`src/rtl/game_round_sequencer.sv`:
```
// game_round_sequencer: round/level/lives sequencer for a simple arcade game.
// A rising edge on launch_key starts play; the game master reports each round
// with a round_end pulse and a round_won flag. Won rounds bump a BCD score and
// advance the level every WINS_PER_LEVEL wins. Lost rounds cost a life. After
// each round the sequencer waits for the end-of-round display timer to run and
// finish before resuming play or declaring game over.
//
// Ports:
//   clk                        system clock, rising edge
//   rst                        asynchronous active-high reset
//   launch_key                 player key (level); only its rising edge acts
//   round_end                  one-cycle end-of-round pulse from the game master
//   round_won                  round result, valid with round_end
//   end_of_game_timer_running  end-of-round display timer busy
//   master_enable              lets the game master leave its start state
//   target_speed               sprite speed magnitude, level + 1
//   level                      current level
//   lives                      remaining lives
//   score_bcd                  won-round count, two BCD digits ([7:4] tens)
//   score_update               one-cycle pulse after a scored round
//   game_over                  high while no lives remain
module game_round_sequencer #(
  parameter int unsigned INIT_LIVES     = 3,
  parameter int unsigned WINS_PER_LEVEL = 4,
  parameter int unsigned MAX_LEVEL      = 7
) (
  input  logic       clk,
  input  logic       rst,
  input  logic       launch_key,
  input  logic       round_end,
  input  logic       round_won,
  input  logic       end_of_game_timer_running,
  output logic       master_enable,
  output logic [3:0] target_speed,
  output logic [2:0] level,
  output logic [1:0] lives,
  output logic [7:0] score_bcd,
  output logic       score_update,
  output logic       game_over
);

  localparam logic [1:0] InitLives    = 2'(INIT_LIVES);
  localparam logic [3:0] WinsPerLevel = 4'(WINS_PER_LEVEL);
  localparam logic [2:0] MaxLevel     = 3'(MAX_LEVEL);

  typedef enum logic [1:0] {StIdle, StPlay, StResult, StOver} state_e;

  state_e      state_q, state_d;
  logic        key_prev_q;
  logic        launch_edge;
  logic        seen_running_q, seen_running_d;
  logic [3:0]  win_cnt_q, win_cnt_d;
  logic [2:0]  level_q, level_d;
  logic [1:0]  lives_q, lives_d;
  logic [7:0]  score_q, score_d;
  logic        score_update_q, score_update_d;
  logic        master_enable_q, master_enable_d;
  logic        game_over_q, game_over_d;
  logic [3:0]  target_speed_q, target_speed_d;
  logic [7:0]  score_inc;
  logic [3:0]  win_inc;

  assign launch_edge = launch_key & ~key_prev_q;

  // State register.
  always_ff @(posedge clk or posedge rst) begin
    if (rst) begin
      state_q <= StIdle;
    end else begin
      state_q <= state_d;
    end
  end

  // Next-state logic.
  always_comb begin
    state_d = state_q;
    unique case (state_q)
      StIdle:   if (launch_edge) state_d = StPlay;
      StPlay:   if (round_end) state_d = StResult;
      // Leave only after the timer has been seen busy and has since gone idle.
      StResult: if (seen_running_q && !end_of_game_timer_running) begin
        state_d = (lives_q == 2'd0) ? StOver : StPlay;
      end
      StOver:   if (launch_edge) state_d = StPlay;
      default:  state_d = StIdle;
    endcase
  end

  // Saturating two-digit BCD increment of the score.
  always_comb begin
    score_inc = score_q;
    if (score_q != 8'h99) begin
      if (score_q[3:0] == 4'd9) begin
        score_inc = {score_q[7:4] + 4'd1, 4'd0};
      end else begin
        score_inc = {score_q[7:4], score_q[3:0] + 4'd1};
      end
    end
  end

  assign win_inc = win_cnt_q + 4'd1;

  // Output and datapath next-state logic.
  always_comb begin
    seen_running_d = seen_running_q;
    win_cnt_d      = win_cnt_q;
    level_d        = level_q;
    lives_d        = lives_q;
    score_d        = score_q;
    score_update_d = 1'b0;
    // master_enable follows the state one cycle late; game_over tracks the
    // next state so it clears in the same cycle the counters are reloaded.
    master_enable_d = (state_q == StPlay);
    game_over_d     = (state_d == StOver);
    unique case (state_q)
      StPlay: begin
        if (round_end) begin
          seen_running_d = 1'b0;
          if (round_won) begin
            score_d        = score_inc;
            score_update_d = 1'b1;
            if (win_inc == WinsPerLevel) begin
              win_cnt_d = 4'd0;
              if (level_q < MaxLevel) level_d = level_q + 3'd1;
            end else begin
              win_cnt_d = win_inc;
            end
          end else if (lives_q != 2'd0) begin
            lives_d = lives_q - 2'd1;
          end
        end
      end
      StResult: begin
        if (end_of_game_timer_running) seen_running_d = 1'b1;
      end
      StOver: begin
        if (launch_edge) begin
          score_d   = 8'h00;
          lives_d   = InitLives;
          level_d   = 3'd0;
          win_cnt_d = 4'd0;
        end
      end
      default: ;
    endcase
    target_speed_d = {1'b0, level_d} + 4'd1;
  end

  always_ff @(posedge clk or posedge rst) begin
    if (rst) begin
      key_prev_q      <= 1'b0;
      seen_running_q  <= 1'b0;
      win_cnt_q       <= 4'd0;
      level_q         <= 3'd0;
      lives_q         <= InitLives;
      score_q         <= 8'h00;
      score_update_q  <= 1'b0;
      master_enable_q <= 1'b0;
      game_over_q     <= 1'b0;
      target_speed_q  <= 4'd1;
    end else begin
      key_prev_q      <= launch_key;
      seen_running_q  <= seen_running_d;
      win_cnt_q       <= win_cnt_d;
      level_q         <= level_d;
      lives_q         <= lives_d;
      score_q         <= score_d;
      score_update_q  <= score_update_d;
      master_enable_q <= master_enable_d;
      game_over_q     <= game_over_d;
      target_speed_q  <= target_speed_d;
    end
  end

  assign master_enable = master_enable_q;
  assign target_speed  = target_speed_q;
  assign level         = level_q;
  assign lives         = lives_q;
  assign score_bcd     = score_q;
  assign score_update  = score_update_q;
  assign game_over     = game_over_q;

endmodule

```
`config.mk`:
```
export PLATFORM = sky130hd
export DESIGN_NAME = game_round_sequencer
export DESIGN_NICKNAME = d
export VERILOG_FILES = /design/src/rtl/game_round_sequencer.sv
export SDC_FILE = /design/constraint.sdc
export NUM_CORES = 1
export LEC_CHECK = 0
export ABC_AREA = 1
export BUFFER_PORTS_ARGS = -buffer_cell sky130_fd_sc_hd__buf_4
export CORE_AREA = 5 5 65 67
export CTS_BUF_LIST = sky130_fd_sc_hd__clkbuf_16
export DETAILED_ROUTE_END_ITERATION = 12
export DIE_AREA = 0 0 70 72
export PLACE_DENSITY = 0.7
export SYNTH_ARGS = -nofsm -noshare
export SYNTH_HDL_FRONTEND = slang
export SYNTH_SLANG_ARGS = --single-unit
```
`constraint.sdc`:
```
create_clock -name clk -period 1.6 [get_ports clk]
set_clock_uncertainty 0.05 [all_clocks]
set_input_delay 0.08 -clock clk [delete_from_list [all_inputs] [get_ports clk]]
set_output_delay 0.08 -clock clk [all_outputs]
set_load 0.05 [all_outputs]
```
Word-level counts from Yosys, hierarchy flattened

Cells that the tools add are included.

Register bits: 28
Input bits: 6
Output and inout port bits: 20
Logic and storage cells: 82

$add $sub $neg: 6
Magnitude comparators: 1
Eq/ne operators: 15
Muxes and demuxes: 33
Bitwise logic cells: 2
Reduce and logical (&&, ||, !) cells: 13

Operators with widths:

| cell                | count |
|---|---|
| $mux 8              | 5 |
| $mux 2              | 8 |
| $mux 4              | 4 |
| $pmux 8 s2          | 1 |
| $mux 3              | 5 |
| $add 4x1->4 const B | 3 |
| $ne 2x2->1 const B  | 5 |
| $reduce_and 5->1    | 2 |
| $ne 8x8->1 const B  | 1 |
| $pmux 4 s2          | 1 |
| $eq 2x2->1 const B  | 3 |
| $ne 2x1->1 const B  | 3 |
| $pmux 2 s3          | 1 |
| $pmux 3 s2          | 1 |
| $reduce_and 6->1    | 1 |
| $reduce_bool 2->1   | 3 |
| $mux 1              | 5 |
| $add 3x1->4 const B | 1 |
| $eq 4x3->1 const B  | 1 |
| $eq 4x4->1 const B  | 1 |
| $logic_not 2->1     | 2 |
| $pmux 2 s2          | 1 |
| $reduce_and 4->1    | 1 |
| $add 3x1->3 const B | 1 |
| 10 further kinds    | 10 |

Logic depth before layout (Yosys ltp)

Gate-level depths: netlist (run 1).

Word-level depth: 7
Mapped depth: 11
Mapped depth without buffers: 10

Least setup slack after synthesis (run 1)

No wires, ideal clock.

Path type: register -> register
From: register score_q[0], in the netlist score_bcd[0]
To: register score_q[6], in the netlist score_bcd[6]
Setup time: 74 ps
Data arrival time: 1689 ps
Path slack: -213 ps
Cell stages (with the launch flop): 8
Path buffers: 0
Cells stage by stage: dfrtp_1 -> ha_1 -> nand3_1 -> nor2_1 -> nor2_8 -> o21ai_4 -> nand2_1 -> o21ai_2

Word-level cells in the longest chain between the ends: 3
Elaborated cells on any way between the ends: 5
Those cells by class: 4 x eq/ne; 1 x reduce/logical

RTL lines:

| what                                     | line   | text |
|---|---|---|
| start, declared                          | 55     | `logic [7:0] score_q, score_d;` |
| start signal, assigned                   | 167    | `score_q <= score_d;` |
| $ne 8x8->1 or $eq 4x4->1 (tied branches) | 92, 93 |  |
| $ne 2x1->1 (no source line)              | -      |  |
| $reduce_and 6->1 (no source line) (*)    | -      |  |

Mark *: on every way between the ends. The rest lies on a longest branch, timed or not.
A chain may end at the register's enable or synchronous reset.

Final worst setup path (run 1)

From: register state_q[1]
To: register score_q[2], in the netlist score_bcd[2]

Word-level cells in the longest chain between the ends: 3
Elaborated cells on any way between the ends: 9
Those cells by class: 6 x eq/ne; 1 x mux; 2 x reduce/logical

RTL lines:

| what                                                      | line | text |
|---|---|---|
| start, declared                                           | 48   | `state_e state_q, state_d;` |
| start signal, assigned                                    | 68   | `state_q <= StIdle;` |
| start signal, assigned                                    | 70   | `state_q <= state_d;` |
| $eq 2x1->1 or $eq 2x2->1 (tied branches)                  | 115  | `unique case (state_q)` |
| $ne 2x1->1 (no source line), or another cell as far along | -    |  |
| $reduce_and 5->1 (no source line)                         | -    |  |

Parallel ways exist; a longest one is shown, timed or not.

==> results of run 1 <==
[state kept, by name (all words and copies together), names as in the netlist]
| name | cells |
|---|---|
| lives | 2 |
| score_update | 1 |
| key_prev_q | 1 |
| game_over | 1 |
| score_bcd | 8 |
| seen_running_q | 1 |
| level | 3 |
| win_cnt_q | 4 |
| target_speed | 4 |
| master_enable | 1 |
| state_q | 2 |
[logic make-up after synthesis]
family / after synthesis
AND/OR/NAND/NOR: 81
buffers and inverters: 26
AO/OA/AOI/OAI: 25
adder cells (fa/ha/maj): 10
flip-flops: 28
XOR/XNOR: 6
[routing by layer]
layer  track usage, %  wire length (um)  part of all wire [%]  up-vias
met1             16.6              1420                    44      607
met2             24.1              1610                    51       23
met4             3.62                27                  0.85        0
met3             2.77               132                   4.1        4
met5                0                 0                     0        -
li1                 -                 -                     -      668
[path summary, 6_finish.rpt]
path / start / end / slack [ps] / cells after the start
max reg2reg: state_q[1] / score_bcd[2] / 20 / 7
max: state_q[1] / score_bcd[2] / 20 / 7
min reg2reg: lives[0] / lives[0] / 450 / 2
min: end_of_game_timer_running / seen_running_q / 40 / 3
min in group asynchronous: rst / level[1] / 390 / 4
max in group asynchronous: rst / target_speed[0] / 810 / 4
[what timing repair did]
item,4_1_cts,5_1_grt
hold buffers,2,0
buffers inserted,3,0
endpoints found under the setup margin,15,16
gates cloned,1,0
endpoints found under the hold margin,26,0
pin swaps,3,5
gates resized for setup,4,13
[cells in the final DEF (no fill, tap or decap), types with 3 or more instances in the layout]
master / netlist / routed
o21ai_0: 17 / 14
inv_1: 23 / 19
dfrtp_1: 25 / 20
nand3_1: 17 / 14
nand4_1: 3 / 3
o21ai_2: 3 / 3
o21ai_1: 0 / 3
clkbuf_16: 0 / 3
ha_1: 10 / 7
dfrtp_2: 0 / 5
inv_2: 1 / 5
nor2_1: 10 / 8
nand3_2: 0 / 3
dfstp_2: 3 / 3
xor2_1: 4 / 4
buf_4: 1 / 41
nand2_1: 44 / 43
[stage by stage]
step | utilization (%) | total power [mW] | TNS, ps | setup slack, ps | std cells
CTS | 57.1 | 3.38 | 0 | 5.00 | 272
global route | 58.0 | 3.65 | -429 | -56.0 | 272
detailed placement | 52.4 | 2.60 | -420 | -92.5 | 262
floorplan | - | 2.13 | -51.0 | -20.7 | 176
finish | 58.0 | 3.40 | 0 | 20.7 | 272
global placement | 52.4 | 2.57 | -120 | -30.7 | 262
[final cells by class]
class                           count  area [um2]
Clock buffer                        3        75.1
Sequential cell                    28         711
Timing Repair Buffer               44         348
Fill cell                         332        1500
Multi-Input combinational cell    123         779
Clock inverter                      1        3.75
Tap cell                           48        60.1
Inverter                           25        97.6
[where the power goes]
part	switching, mW	internal (mW)	total [mW]	leakage (nW)
registers	0.129	0.887	1.02	0.359
clock network	0.230	0.335	0.565	0.0385
logic	1.10	0.716	1.82	0.643
total	1.46	1.94	3.40	1.04
[critical path: cells and delay by family, from the launching register on]
| kind | cells | cell delay (ps) |
|---|---|---|
| flip-flops | 1 | 400 |
| AO/OA/AOI/OAI | 2 | 300 |
| buffers and inverters | 2 | 290 |
| AND/OR/NAND/NOR | 2 | 250 |
| adder cells (fa/ha/maj) | 1 | 170 |
==> metrics.txt, run 1 <==
status complete, no violations; Post-DP HPWL 2.29 mm; pin count of the biggest net entering global routing 29; ratio of cells with drive above 1 in the final layout 34.8%; initial antenna violation count 0; final setup violation count 0; Mapped Nets 192; Synth Area in Adders 8.24%; Lkg Pwr 1.04 nW; synthesized area 0.00152 mm2; full die area 0.00504 mm2; post-route ant nets 0; Clock Tree Root clkbuf_16; Simple-Gate Fraction of Synth Area 24.3%; share of the synthesized area in the top cell type 41.2%; Clock Path Buffers 2; Critical Path AT 1670 ps; Hold WS 39.6 ps; Yosys cell types 26; CTS tree done; ys flop type dfrtp_1; YS warnings 0; routed len/inst 11.7 um; row count 22; Inserted Diodes 0; total track usage 13.5%; area leader, netlist dfrtp_1; Final Cell Area 0.00207 mm2; TritonCTS Buffers 3; crit path max fanout 5; Final Cycle Share 98.7%; initial detailed-routing violation count 35; dpl cell area 0.00187 mm2; Post-synth top cells nand2_1, dfrtp_1, inv_1; Post-synth ARST share 100%; chip height 72 um; EDFF count, synth 0; RSZ-0062 raised after global routing true; Power Density 1640 mW/mm2; area delta synth->final 36.6%; Vias 1302; CP Data Required Time 1690 ps; Max Slew Vio Count 0; Max stage delay on crit path 400 ps; HP Class primary input to flip-flop; CP endpoint kind flip-flop; Placer Congestion 0.752; largest family of logic cells by synthesized area simple AND/OR/NAND/NOR gates; Tightest Pin Transition 354 ps; Max stage delay cell, worst path dfrtp_1; cell with the most instances after synthesis nand2_1; Tmin final 1580 ps; top cells by area, synth dfrtp_1, nand2_1, ha_1, inv_1, nand3_1; final WL 3.19 mm; kind of critical path flip-flop to flip-flop; core box area 0.00358 mm2; vias in the first global route 1271; Fin. Hold Viols 0; Syn Inst Count 176; register area share after synthesis 46.4%; post-synthesis mux area share 0%; Starting Density 42.4%; worst path cell trace buf_4 > ha_4 > a21oi_4 > nand2_4 > buf_12 > nor2_4 > o21ai_0; number of synthesized register bits 28; Slew HR 76.4%; Residual DRC 0; CTS clk-pin slew, worst paths 70 ps; Avg Cell Area, Syn 8.63 um2; clk_lat worst skew 260 ps; Ports 26; Overflow after GRT 0; maximum VDD drop 0.000468 V; Synth Area in Compound Gates 11.0%; first-pass GRT wire length 5.62 mm; Clock Sinks 28; port bufs 25; Post-Synth XOR/XNOR Area 3.46%; TritonRoute pass-1 iters 4; detail-routed via count per cell 4.79; Fmax achieved 633 MHz; crit path launch type flip-flop; Max Cap Viol 0; H-tree depth 1; fin nets 241; die width 70 um
Note: power is estimated with default switching activity, not from simulation.
==> inputs of run 2 (changes only) <==
==> constraint.sdc (replaced) <==
create_clock -name clk -period 1.6 [get_ports clk]
set_clock_uncertainty 0.05 [all_clocks]
set_input_delay 0.24 -clock clk [delete_from_list [all_inputs] [get_ports clk]]
set_output_delay 0.24 -clock clk [all_outputs]
set_load 0.05 [all_outputs]
==> metrics.txt, run 2 (same netlist as run 1, synthesis figures left out) <==
Worst R2R Setup Slack 10 ps (was 20 ps); Worst Setup SP state_q[1] (unchanged); sw frac 43.0% (about the same); detail-routed via count per cell 4.84 (was 4.79); Inserted Diodes 0 (unchanged); kind of critical path flip-flop to flip-flop (unchanged); placed cell count 262 (unchanged); final setup margin 12.4 ps (was 20.7 ps); die width 70 um (unchanged); dpl cell area 0.00187 mm2 (unchanged); Vias 1306 (was 1302); Overflow after GRT 0 (unchanged); most common cell after layout, fill and taps aside nand2_1 (unchanged); routed len/inst 11.7 um (about the same); chip height 72 um (unchanged); Tmin final 1590 ps (was 1580 ps); Post-DP HPWL 2.29 mm (unchanged); CP endpoint kind flip-flop (unchanged); fin nets 239 (was 241); Hold WS -13.0 ps (was 39.6 ps); initial antenna violation count 0 (unchanged); Clock Power Share 16.6% (about the same); switching component of the power 1.46 mW (about the same); vias in the first global route 1255 (was 1271); area delta synth->final 35.4% (was 36.6%); Placer Congestion 0.752 (unchanged); Tightest Pin Transition 352 ps (was 354 ps); Clock Path Buffers 2 (unchanged); Max stage delay cell, worst path dfrtp_1 (unchanged); Fillers 337 (was 332); Reg-to-Reg End score_bcd[2] (unchanged); Fmax achieved 630 MHz (was 633 MHz); total power 3.40 mW (about the same); crit path launch type flip-flop (unchanged); CTS clk-pin slew, worst paths 70 ps (about the same); failing checks negative hold slack; Internal 1.94 mW (about the same); port bufs 25 (unchanged); worst path cell trace buf_4 > ha_4 > a21oi_4 > nand2_4 > buf_12 > nor2_4 > o21ai_0 (unchanged); row count 22 (unchanged); share of total power in combinational logic 53.6% (was 53.5%); cts hold-fix bufs 0 (was 2); Final Cell Area 0.00206 mm2 (was 0.00207 mm2); final WL 3.15 mm (was 3.19 mm); register share of total power 29.9% (about the same); Power Density 1650 mW/mm2 (was 1640 mW/mm2); CTS tree done (unchanged); crit path max fanout 5 (unchanged); Non-Filler Instances 270 (was 272); Residual DRC 0 (unchanged); Setup TNS Final 0 ps (unchanged); core box area 0.00358 mm2 (unchanged); most frequent cells in the layout nand2_1, buf_4, dfrtp_1, inv_1, nand3_1 (was nand2_1, buf_4, dfrtp_1, inv_1); initial detailed-routing violation count 27 (was 35); Lkg Pwr 1.03 nW (was 1.04 nW); Ports 26 (unchanged); clk_lat worst skew 260 ps (about the same); status finished, violations left (was complete, no violations); Slew HR 76.5% (was 76.4%); TritonCTS Buffers 3 (unchanged); RSZ-0062 raised after global routing true (unchanged); full die area 0.00504 mm2 (unchanged); Worst Reg-to-Reg Cells 7 (unchanged); Clock Sinks 28 (unchanged); Place WS -92.5 ps (unchanged); Max Slew Vio Count 0 (unchanged); Max stage delay on crit path 400 ps (about the same); Final Cycle Share 99.2% (was 98.7%); reg2reg start state_q[1] (unchanged); post-route ant nets 0 (unchanged); first-pass GRT wire length 5.54 mm (was 5.62 mm); Critical Path AT 1680 ps (was 1670 ps); Starting Density 42.4% (unchanged); TritonRoute pass-1 iters 4 (unchanged); Fin. Hold Viols 25 (was 0); Max Cap Viol 0 (unchanged); HP Class primary input to async pin (was primary input to flip-flop); ratio of cells with drive above 1 in the final layout 35.6% (was 34.8%); CP Data Required Time 1690 ps (about the same); final setup violation count 0 (unchanged); pin count of the biggest net entering global routing 29 (unchanged); max reg flops 8 (unchanged); Clock Tree Root clkbuf_16 (unchanged); H-tree depth 1 (unchanged); total track usage 13.3% (was 13.5%); maximum VDD drop 0.000475 V (was 0.000468 V)
[run 2: cell types whose count changed in the layout (fill, tap and decap cells not counted), sizes merged]
cell / change
dlygate4sd3: -2
[run 2: per-stage QoR]
step | hold WS (ps) | util [%]
5_1_grt | 26.2 | 57.5
3_3_place_gp | 280 | 52.4
4_1_cts | 0.340 | 56.6
6_report | -13.0 | 57.5
3_5_place_dp | 279 | 52.4
2_1_floorplan | 221 | -
[run 2: routing by layer]
metal | track usage, % | wire, um
met1 | 16.3 | 1400
met2 | 23.7 | 1590
met3 | 2.77 | 135
met4 | 3.62 | 27
met5 | 0 | 0
[run 2: worst max-delay path by stage]
stage | to | slack (ps) | depth (start not counted)
after floorplan | score_bcd[7] | -20 | 10
after global placement | score_bcd[7] | -30 | 9
after detailed placement | score_bcd[6] | -90 | 9
after CTS | score_bcd[6] | 5 | 9
after global routing | lives[0] | -60 | 8
final | score_bcd[2] | 10 | 7
[run 2: cell type report]
class	instances	area (um2)	share of cell area (%)
Clock buffer	3	75.1	3.65
Inverter	25	97.6	4.74
Clock inverter	1	3.75	0.182
Sequential cell	28	711	34.5
Timing Repair Buffer	42	328	15.9
Multi-Input combinational cell	123	782	38.0
Tap cell	48	60.1	2.92
[run 2: power groups by stage]
stage / Combinational (mW) / Clock (mW) / Sequential, mW
after detailed placement: 1.59 / 0 / 1.01
after global placement: 1.56 / 0 / 1.01
after global routing: 2.02 / 0.598 / 1.04
final: 1.82 / 0.563 / 1.01
after floorplan: 0.798 / 0 / 1.34
after CTS: 1.79 / 0.579 / 1.01
[run 2: critical path, delay by kind of cell, from the launching register on]
kind	cells	cell delay [ps]
buffers and inverters	2	290
AO/OA/AOI/OAI	2	300
adder cells (fa/ha/maj)	1	170
flip-flops	1	400
AND/OR/NAND/NOR	2	260
[run 2: what timing repair did]
action,in CTS,in global routing
pin swaps,3,5
buffers inserted,3,0
gates resized for setup,4,16
endpoints found under the setup margin,15,16
cloned,1,0
